==> config.mk <==
export PLATFORM = sky130hd
export DESIGN_NAME = simplebus_req_queue
export DESIGN_NICKNAME = d
export VERILOG_FILES = /design/src/rtl/simplebus_pkg.sv /design/src/rtl/sbq_fifo.sv /design/src/rtl/simplebus_req_queue.sv
export SDC_FILE = /design/constraint.sdc
export NUM_CORES = 1
export LEC_CHECK = 0
export CAP_MARGIN = 30
export CORE_MARGIN = 1.5
export CORE_UTILIZATION = 48
export CTS_CLUSTER_SIZE = 30
export DETAILED_ROUTE_END_ITERATION = 10
export PLACE_DENSITY = 0.73
export SYNTH_ARGS = -nofsm -noshare
export SYNTH_HDL_FRONTEND = slang
export SYNTH_SLANG_ARGS = --single-unit
==> constraint.sdc <==
create_clock -name clock -period 2.5 [get_ports clock]
set_clock_uncertainty 0.05 [all_clocks]
set_input_delay 0.75 -clock clock [delete_from_list [all_inputs] [get_ports clock]]
set_output_delay 0.75 -clock clock [all_outputs]
set_load 0.03 [all_outputs]
==> src/rtl/simplebus_pkg.sv <==
// Shared types for the simplebus request queue: request record, queue FSM
// states, default bus widths and a saturating counter helper.
// Ports: none (package).
package simplebus_pkg;

  localparam int SB_AW = 16;
  localparam int SB_DW = 8;

  typedef struct packed {
    logic             write;
    logic [SB_AW-1:0] addr;
    logic [SB_DW-1:0] wdata;
  } sb_req_t;

  typedef enum logic [1:0] {
    Q_IDLE,
    Q_ISSUE,
    Q_WAIT
  } sbq_state_t;

  // Increment that sticks at all-ones instead of wrapping.
  function automatic logic [15:0] sb_sat_inc(input logic [15:0] v);
    return (v == 16'hFFFF) ? v : v + 16'd1;
  endfunction

endpackage

==> src/rtl/sbq_fifo.sv <==
// Request FIFO for the simplebus queue: DEPTH entries of sb_req_t.
// Ports: clock/reset (sync, active-high); push/push_dat write at the tail,
//   pop retires the head; head_dat, full, empty, count reflect registered state.
module sbq_fifo
  import simplebus_pkg::*;
#(
  parameter int DEPTH = 4
) (
  input  logic                     clock,
  input  logic                     reset,
  input  logic                     push,
  input  sb_req_t                  push_dat,
  input  logic                     pop,
  output sb_req_t                  head_dat,
  output logic                     full,
  output logic                     empty,
  output logic [$clog2(DEPTH):0]   count
);

  localparam int PW = $clog2(DEPTH);

  sb_req_t         mem_q [DEPTH];
  sb_req_t         mem_d [DEPTH];
  logic [PW-1:0]   wr_ptr_q, wr_ptr_d;
  logic [PW-1:0]   rd_ptr_q, rd_ptr_d;
  logic [PW:0]     count_q, count_d;
  logic            do_push, do_pop;

  assign full     = (count_q == DEPTH[PW:0]);
  assign empty    = (count_q == '0);
  assign count    = count_q;
  assign head_dat = mem_q[rd_ptr_q];

  // Guard locally so a caller can never overflow or underflow the storage.
  assign do_push = push && !full;
  assign do_pop  = pop && !empty;

  always_comb begin
    mem_d    = mem_q;
    wr_ptr_d = wr_ptr_q;
    rd_ptr_d = rd_ptr_q;
    count_d  = count_q;
    if (do_push) begin
      mem_d[wr_ptr_q] = push_dat;
      wr_ptr_d        = wr_ptr_q + 1'b1;  // DEPTH is a power of 2: wraps naturally
    end
    if (do_pop) begin
      rd_ptr_d = rd_ptr_q + 1'b1;
    end
    case ({do_push, do_pop})
      2'b10:   count_d = count_q + 1'b1;
      2'b01:   count_d = count_q - 1'b1;
      default: count_d = count_q;
    endcase
  end

  always_ff @(posedge clock) begin
    if (reset) begin
      wr_ptr_q <= '0;
      rd_ptr_q <= '0;
      count_q  <= '0;
    end else begin
      wr_ptr_q <= wr_ptr_d;
      rd_ptr_q <= rd_ptr_d;
      count_q  <= count_d;
    end
  end

  // Storage needs no reset: entries are only read once count says they are valid.
  always_ff @(posedge clock) begin
    mem_q <= mem_d;
  end

endmodule

==> src/rtl/simplebus_req_queue.sv <==
// Request queue in front of the simplebus leader: buffers core read/write
// requests, issues them one at a time, and returns read data with its address.
// Ports: clock/reset (sync, active-high); req_* core push side (valid/ready);
//   cmd_* leader command (valid/ready) plus cmd_done/cmd_rdata completion;
//   rd_* one-cycle read response; busy. Optional build macro
//   SIMPLEBUS_REQ_STATS_EN adds wr_issued, rd_issued, stall_cycles counters.
module simplebus_req_queue
  import simplebus_pkg::*;
#(
  parameter int DEPTH = 4,
  parameter int AW    = SB_AW,  // must equal SB_AW (sb_req_t layout)
  parameter int DW    = SB_DW   // must equal SB_DW (sb_req_t layout)
) (
  input  logic          clock,
  input  logic          reset,
  input  logic          req_valid,
  output logic          req_ready,
  input  logic          req_write,
  input  logic [AW-1:0] req_addr,
  input  logic [DW-1:0] req_wdata,
  output logic          cmd_valid,
  input  logic          cmd_ready,
  output logic          cmd_write,
  output logic [AW-1:0] cmd_addr,
  output logic [DW-1:0] cmd_wdata,
  input  logic          cmd_done,
  input  logic [DW-1:0] cmd_rdata,
  output logic          rd_valid,
  output logic [AW-1:0] rd_addr,
  output logic [DW-1:0] rd_data,
  output logic          busy
`ifdef SIMPLEBUS_REQ_STATS_EN
  ,
  output logic [15:0]   wr_issued,
  output logic [15:0]   rd_issued,
  output logic [15:0]   stall_cycles
`endif
);

  localparam int CW = $clog2(DEPTH) + 1;

  sb_req_t        req_dat;
  sb_req_t        head;
  logic           fifo_full, fifo_empty;
  logic [CW-1:0]  fifo_count;
  logic           push, pop;

  sbq_state_t     state_q, state_d;
  logic           cmd_valid_q, cmd_valid_d;
  logic           out_write_q, out_write_d;
  logic [AW-1:0]  out_addr_q, out_addr_d;
  logic           rd_valid_q, rd_valid_d;
  logic [AW-1:0]  rd_addr_q, rd_addr_d;
  logic [DW-1:0]  rd_data_q, rd_data_d;

  assign req_dat = {req_write, req_addr, req_wdata};

  // Ready comes from the registered count only, so a pop in the same cycle
  // never lets a push into a full queue.
  assign req_ready = !reset && !fifo_full;
  assign push      = req_valid && req_ready;
  assign pop       = (state_q == Q_ISSUE) && cmd_ready;

  sbq_fifo #(.DEPTH(DEPTH)) u_fifo (
    .clock    (clock),
    .reset    (reset),
    .push     (push),
    .push_dat (req_dat),
    .pop      (pop),
    .head_dat (head),
    .full     (fifo_full),
    .empty    (fifo_empty),
    .count    (fifo_count)
  );

  // The head entry only moves on a pop, and a pop only happens on the
  // handshake, so the command fields are stable while cmd_valid is high.
  assign cmd_valid = cmd_valid_q;
  assign cmd_write = head.write;
  assign cmd_addr  = head.addr;
  assign cmd_wdata = head.wdata;

  assign rd_valid  = rd_valid_q;
  assign rd_addr   = rd_addr_q;
  assign rd_data   = rd_data_q;
  assign busy      = (fifo_count != '0) || (state_q != Q_IDLE);

  always_comb begin
    state_d     = state_q;
    cmd_valid_d = cmd_valid_q;
    out_write_d = out_write_q;
    out_addr_d  = out_addr_q;
    rd_valid_d  = 1'b0;
    rd_addr_d   = rd_addr_q;
    rd_data_d   = rd_data_q;
    case (state_q)
      Q_IDLE: begin
        if (!fifo_empty) begin
          state_d     = Q_ISSUE;
          cmd_valid_d = 1'b1;
        end
      end
      Q_ISSUE: begin
        if (cmd_ready) begin
          out_write_d = head.write;
          out_addr_d  = head.addr;
          state_d     = Q_WAIT;
          cmd_valid_d = 1'b0;
        end
      end
      Q_WAIT: begin
        if (cmd_done) begin
          if (!out_write_q) begin
            rd_valid_d = 1'b1;
            rd_addr_d  = out_addr_q;
            rd_data_d  = cmd_rdata;
          end
          if (!fifo_empty) begin
            state_d     = Q_ISSUE;
            cmd_valid_d = 1'b1;
          end else begin
            state_d = Q_IDLE;
          end
        end
      end
      default: begin
        state_d     = Q_IDLE;
        cmd_valid_d = 1'b0;
      end
    endcase
  end

  always_ff @(posedge clock) begin
    if (reset) begin
      state_q     <= Q_IDLE;
      cmd_valid_q <= 1'b0;
      out_write_q <= 1'b0;
      out_addr_q  <= '0;
      rd_valid_q  <= 1'b0;
      rd_addr_q   <= '0;
      rd_data_q   <= '0;
    end else begin
      state_q     <= state_d;
      cmd_valid_q <= cmd_valid_d;
      out_write_q <= out_write_d;
      out_addr_q  <= out_addr_d;
      rd_valid_q  <= rd_valid_d;
      rd_addr_q   <= rd_addr_d;
      rd_data_q   <= rd_data_d;
    end
  end

`ifdef SIMPLEBUS_REQ_STATS_EN
  logic [15:0] wr_issued_q, wr_issued_d;
  logic [15:0] rd_issued_q, rd_issued_d;
  logic [15:0] stall_cycles_q, stall_cycles_d;

  always_comb begin
    wr_issued_d    = wr_issued_q;
    rd_issued_d    = rd_issued_q;
    stall_cycles_d = stall_cycles_q;
    if (pop && head.write)      wr_issued_d    = sb_sat_inc(wr_issued_q);
    if (pop && !head.write)     rd_issued_d    = sb_sat_inc(rd_issued_q);
    if (req_valid && !req_ready) stall_cycles_d = sb_sat_inc(stall_cycles_q);
  end

  always_ff @(posedge clock) begin
    if (reset) begin
      wr_issued_q    <= '0;
      rd_issued_q    <= '0;
      stall_cycles_q <= '0;
    end else begin
      wr_issued_q    <= wr_issued_d;
      rd_issued_q    <= rd_issued_d;
      stall_cycles_q <= stall_cycles_d;
    end
  end

  assign wr_issued    = wr_issued_q;
  assign rd_issued    = rd_issued_q;
  assign stall_cycles = stall_cycles_q;
`endif

endmodule

==> results.cfg <==
[status]
outcome = finished, violations left
violations = setup timing

[global_route]
grt_use_met1_pct = 23.4
use_met2_pct = 31.6
gr-total-overflow = 0
grtUsageMet3_pct = 5.90
grt_pass1_wl_mm = 17.8
track_usage_pct = 19.2
grt_pass1_vias = 3461
grt_max_degree = 34
antenna_found_initial = 0
top_usage_layer = met2

[detailed_routing]
drt_iter0_drc = 181
drc = 0
vias_per_cell = 5.18
wl_per_cell_microns = 17.4
wl_mm = 11.1
drt-pass1-iter-count = 4
vias = 3284
ant_nets = 0

[setup_path]
end_kind = output port
crit_end = cmd_addr[3]
reg2reg_depth = 10
critPathKind = register to output port
crit_arrival_ps = 1780
timing.rr.start = u_fifo.count[1]
cp-start-kind = register
required_ps = 1700
startpoint = u_fifo.rd_ptr_q[0]
timing.rr.end = u_fifo.count[2]
cp_max_fo = 8
reg2reg_slack_ps = 270

[layout]
drive_gt1_share_pct = 26.9
multiInputGateArea_sq_um = 1410
final_util_pct = 66.7
final_area_sq_um = 7610
n_fill_cell = 831
num_antenna_cells = 0
final_nets = 522
area_delta_synth_final_pct = 35.7
seq_area_sq_um = 4050
instances_no_fill = 634

[power_and_ir_drop]
p_int_w = 0.00457
p_leak_nw = 2.63
power_w = 0.00579
switching_share_pct = 21.1
p_clk_share_pct = 42.8
netSwitchingPower_w = 0.00122
max-vdd-ir-drop_mv = 0.491
p_comb_share_pct = 8.8
seqPwrFrac_pct = 48.4
powerDensity_nw_per_um2 = 761

[yosys]
synth_seq_area_share_pct = 72.1
synth_warnings = 0
yosys.area.top_type = edfxtp_1
synth_seq_cells = 152
syn_inst = 344
synth_ff_type = edfxtp_1
syn_nets = 388
yosysTopAreaCellShare_pct = 53.5
yosysUniqueCellTypes = 36
async_flop_share_pct = 0
syn-mean-instance-area_sq_um = 16.3
synth_area_sq_um = 5610
synth-edff-count = 100
synth_area_leaders = edfxtp_1 (54%), dfxtp_1 (19%), mux4_2 (6.4%)

[timing]
drv_slew = 0
min_period_over_period_pct = 103
finalHoldViolations = 0
slew_headroom_pct = 57.7
timing.fmax_mhz = 388
rsz0062_at_grt = yes
setup_viol_count_final = 18
max_slew.worst_pin.slew_ps = 633
timing.final.crit_period_ps = 2580
setup_slack_ps = -77.7

[die]
rows = 39
io_pins = 91
die_w_microns = 111
die_h_microns = 111
fp.dieArea_sq_um = 12300
core_area_sq_um = 11400
start_util_pct = 49.1

[place]
dpl.cell_count = 583
port_buffers = 90
gp_congestion = 0.743
dpl_cell_area_sq_um = 6820
place_hpwl_mm = 6.99

[clocking]
htree_levels = 4
clk_latency_ps = 410
clock_path_buffers = 2
clk_pin_slew_ps = 60
cts_tree = built
cts_buffers = 17
cts_sinks = 152
cts_root_buf = clkbuf_16

[worst_hold_path]
hp-class = register to register

[job]
maxCapViolCount = 0
-- sequential cells by signal, indices dropped and copies added, names as in the netlist --
| register | flops |
|---|---|
| u_fifo.count | 3 |
| cmd_valid | 1 |
| out_addr_q | 16 |
| state_q | 2 |
| u_fifo.mem_q | 100 |
| rd_valid | 1 |
| out_write_q | 1 |
| u_fifo.wr_ptr_q | 2 |
| u_fifo.rd_ptr_q | 2 |
| rd_data | 8 |
| rd_addr | 16 |
-- synth_stat cells, types with 5 or more instances --
library cell and n:
buf_2 9, a22o_1 17, dfxtp_1 52, edfxtp_1 100, mux4_1 9, nand2_1 48, ha_1 5, mux4_2 16
inv_1 6, nor2_1 9, a21oi_1 30
-- layout make-up --
type / instances / area share, %
tap: 143 / 2.35
clock buffer: 21 / 5.79
timing repair buffer: 134 / 18.1
inverter: 7 / 0.345
multi-input combinational: 166 / 18.5
clock inverter: 11 / 1.71
sequential: 152 / 53.2
-- placed cells by master, fill, tap and decap left out, types with 3 or more instances in the layout --
cell type and count:
nand2_1 48, o21ai_0 3, nand2b_1 3, clkbuf_1 4, clkdlybuf4s50_1 63, ha_1 5
clkinv_2 4, a21oi_1 30, dfxtp_1 50, edfxtp_1 100, buf_4 37, clkbuf_16 18
or3_1 3, clkinv_1 3, buf_12 8, bufinv_16 3, a22o_1 17, buf_6 21
and2_1 4, nor2_1 9, mux4_2 25, inv_1 6
-- power by group through the flow --
stage          Combinational [W]  Sequential, W  Clock (W)
4_1_cts                 0.000499        0.00280    0.00253
2_1_floorplan           0.000233        0.00286          0
3_3_place_gp            0.000462        0.00285          0
6_report                0.000510        0.00280    0.00248
5_1_grt                 0.000549        0.00281    0.00264
3_5_place_dp            0.000472        0.00286          0
-- cell families (layout without fill, tap and decap cells) --
| group | Yosys count | count (layout) | synth area share (%) |
|---|---|---|---|
| compound gates | 52 | 52 | 5.85 |
| fa+ha+maj | 6 | 6 | 1.47 |
| flops | 152 | 152 | 72.1 |
| mux | 27 | 27 | 11.0 |
| buf+inv | 26 | 173 | 2.50 |
| simple gates | 79 | 79 | 6.74 |
| xor+xnor | 2 | 2 | 0.312 |
-- critical path, cell delays in order (launching register included) --
cell and delay, ps:
dfxtp_4 360, buf_12 120, buf_16 140, mux4_2 570
buf_12 170
-- metal layers --
metal / part of all wire, % / up-vias
li1: - / 1573
met1: 44 / 1601
met2: 50 / 95
met3: 4.9 / 15
met4: 1.7 / 0
met5: 0 / -
-- metrics by stage --
step	hold slack [ps]	setup WS, ps	setup TNS [ps]
floorplan	382	33.2	0
global placement	391	-234	-2430
detailed placement	397	-307	-4010
CTS	404	-171	-2050
global route	417	-146	-2120
finish	403	-77.7	-871
-- timing repair --
action | 4_1_cts | 5_1_grt
setup endpoints to repair | 26 | 24
cloned | 0 | 1
buffers inserted | 11 | 6
hold buffers | 0 | 0
gates resized for setup | 79 | 13
pin swaps | 0 | 0
-- worst min path at each step --
stage,to,depth (start not counted),slack [ps],from
2_1_floorplan,rd_addr[0],2,380,out_addr_q[0]
3_3_place_gp,rd_addr[1],2,390,rd_addr[1]
3_5_place_dp,rd_addr[5],2,400,rd_addr[5]
4_1_cts,rd_addr[5],2,400,rd_addr[5]
5_1_grt,rd_addr[2],2,420,rd_addr[2]
6_report,rd_addr[5],2,400,rd_addr[5]
(Power assumes the default switching activity.)
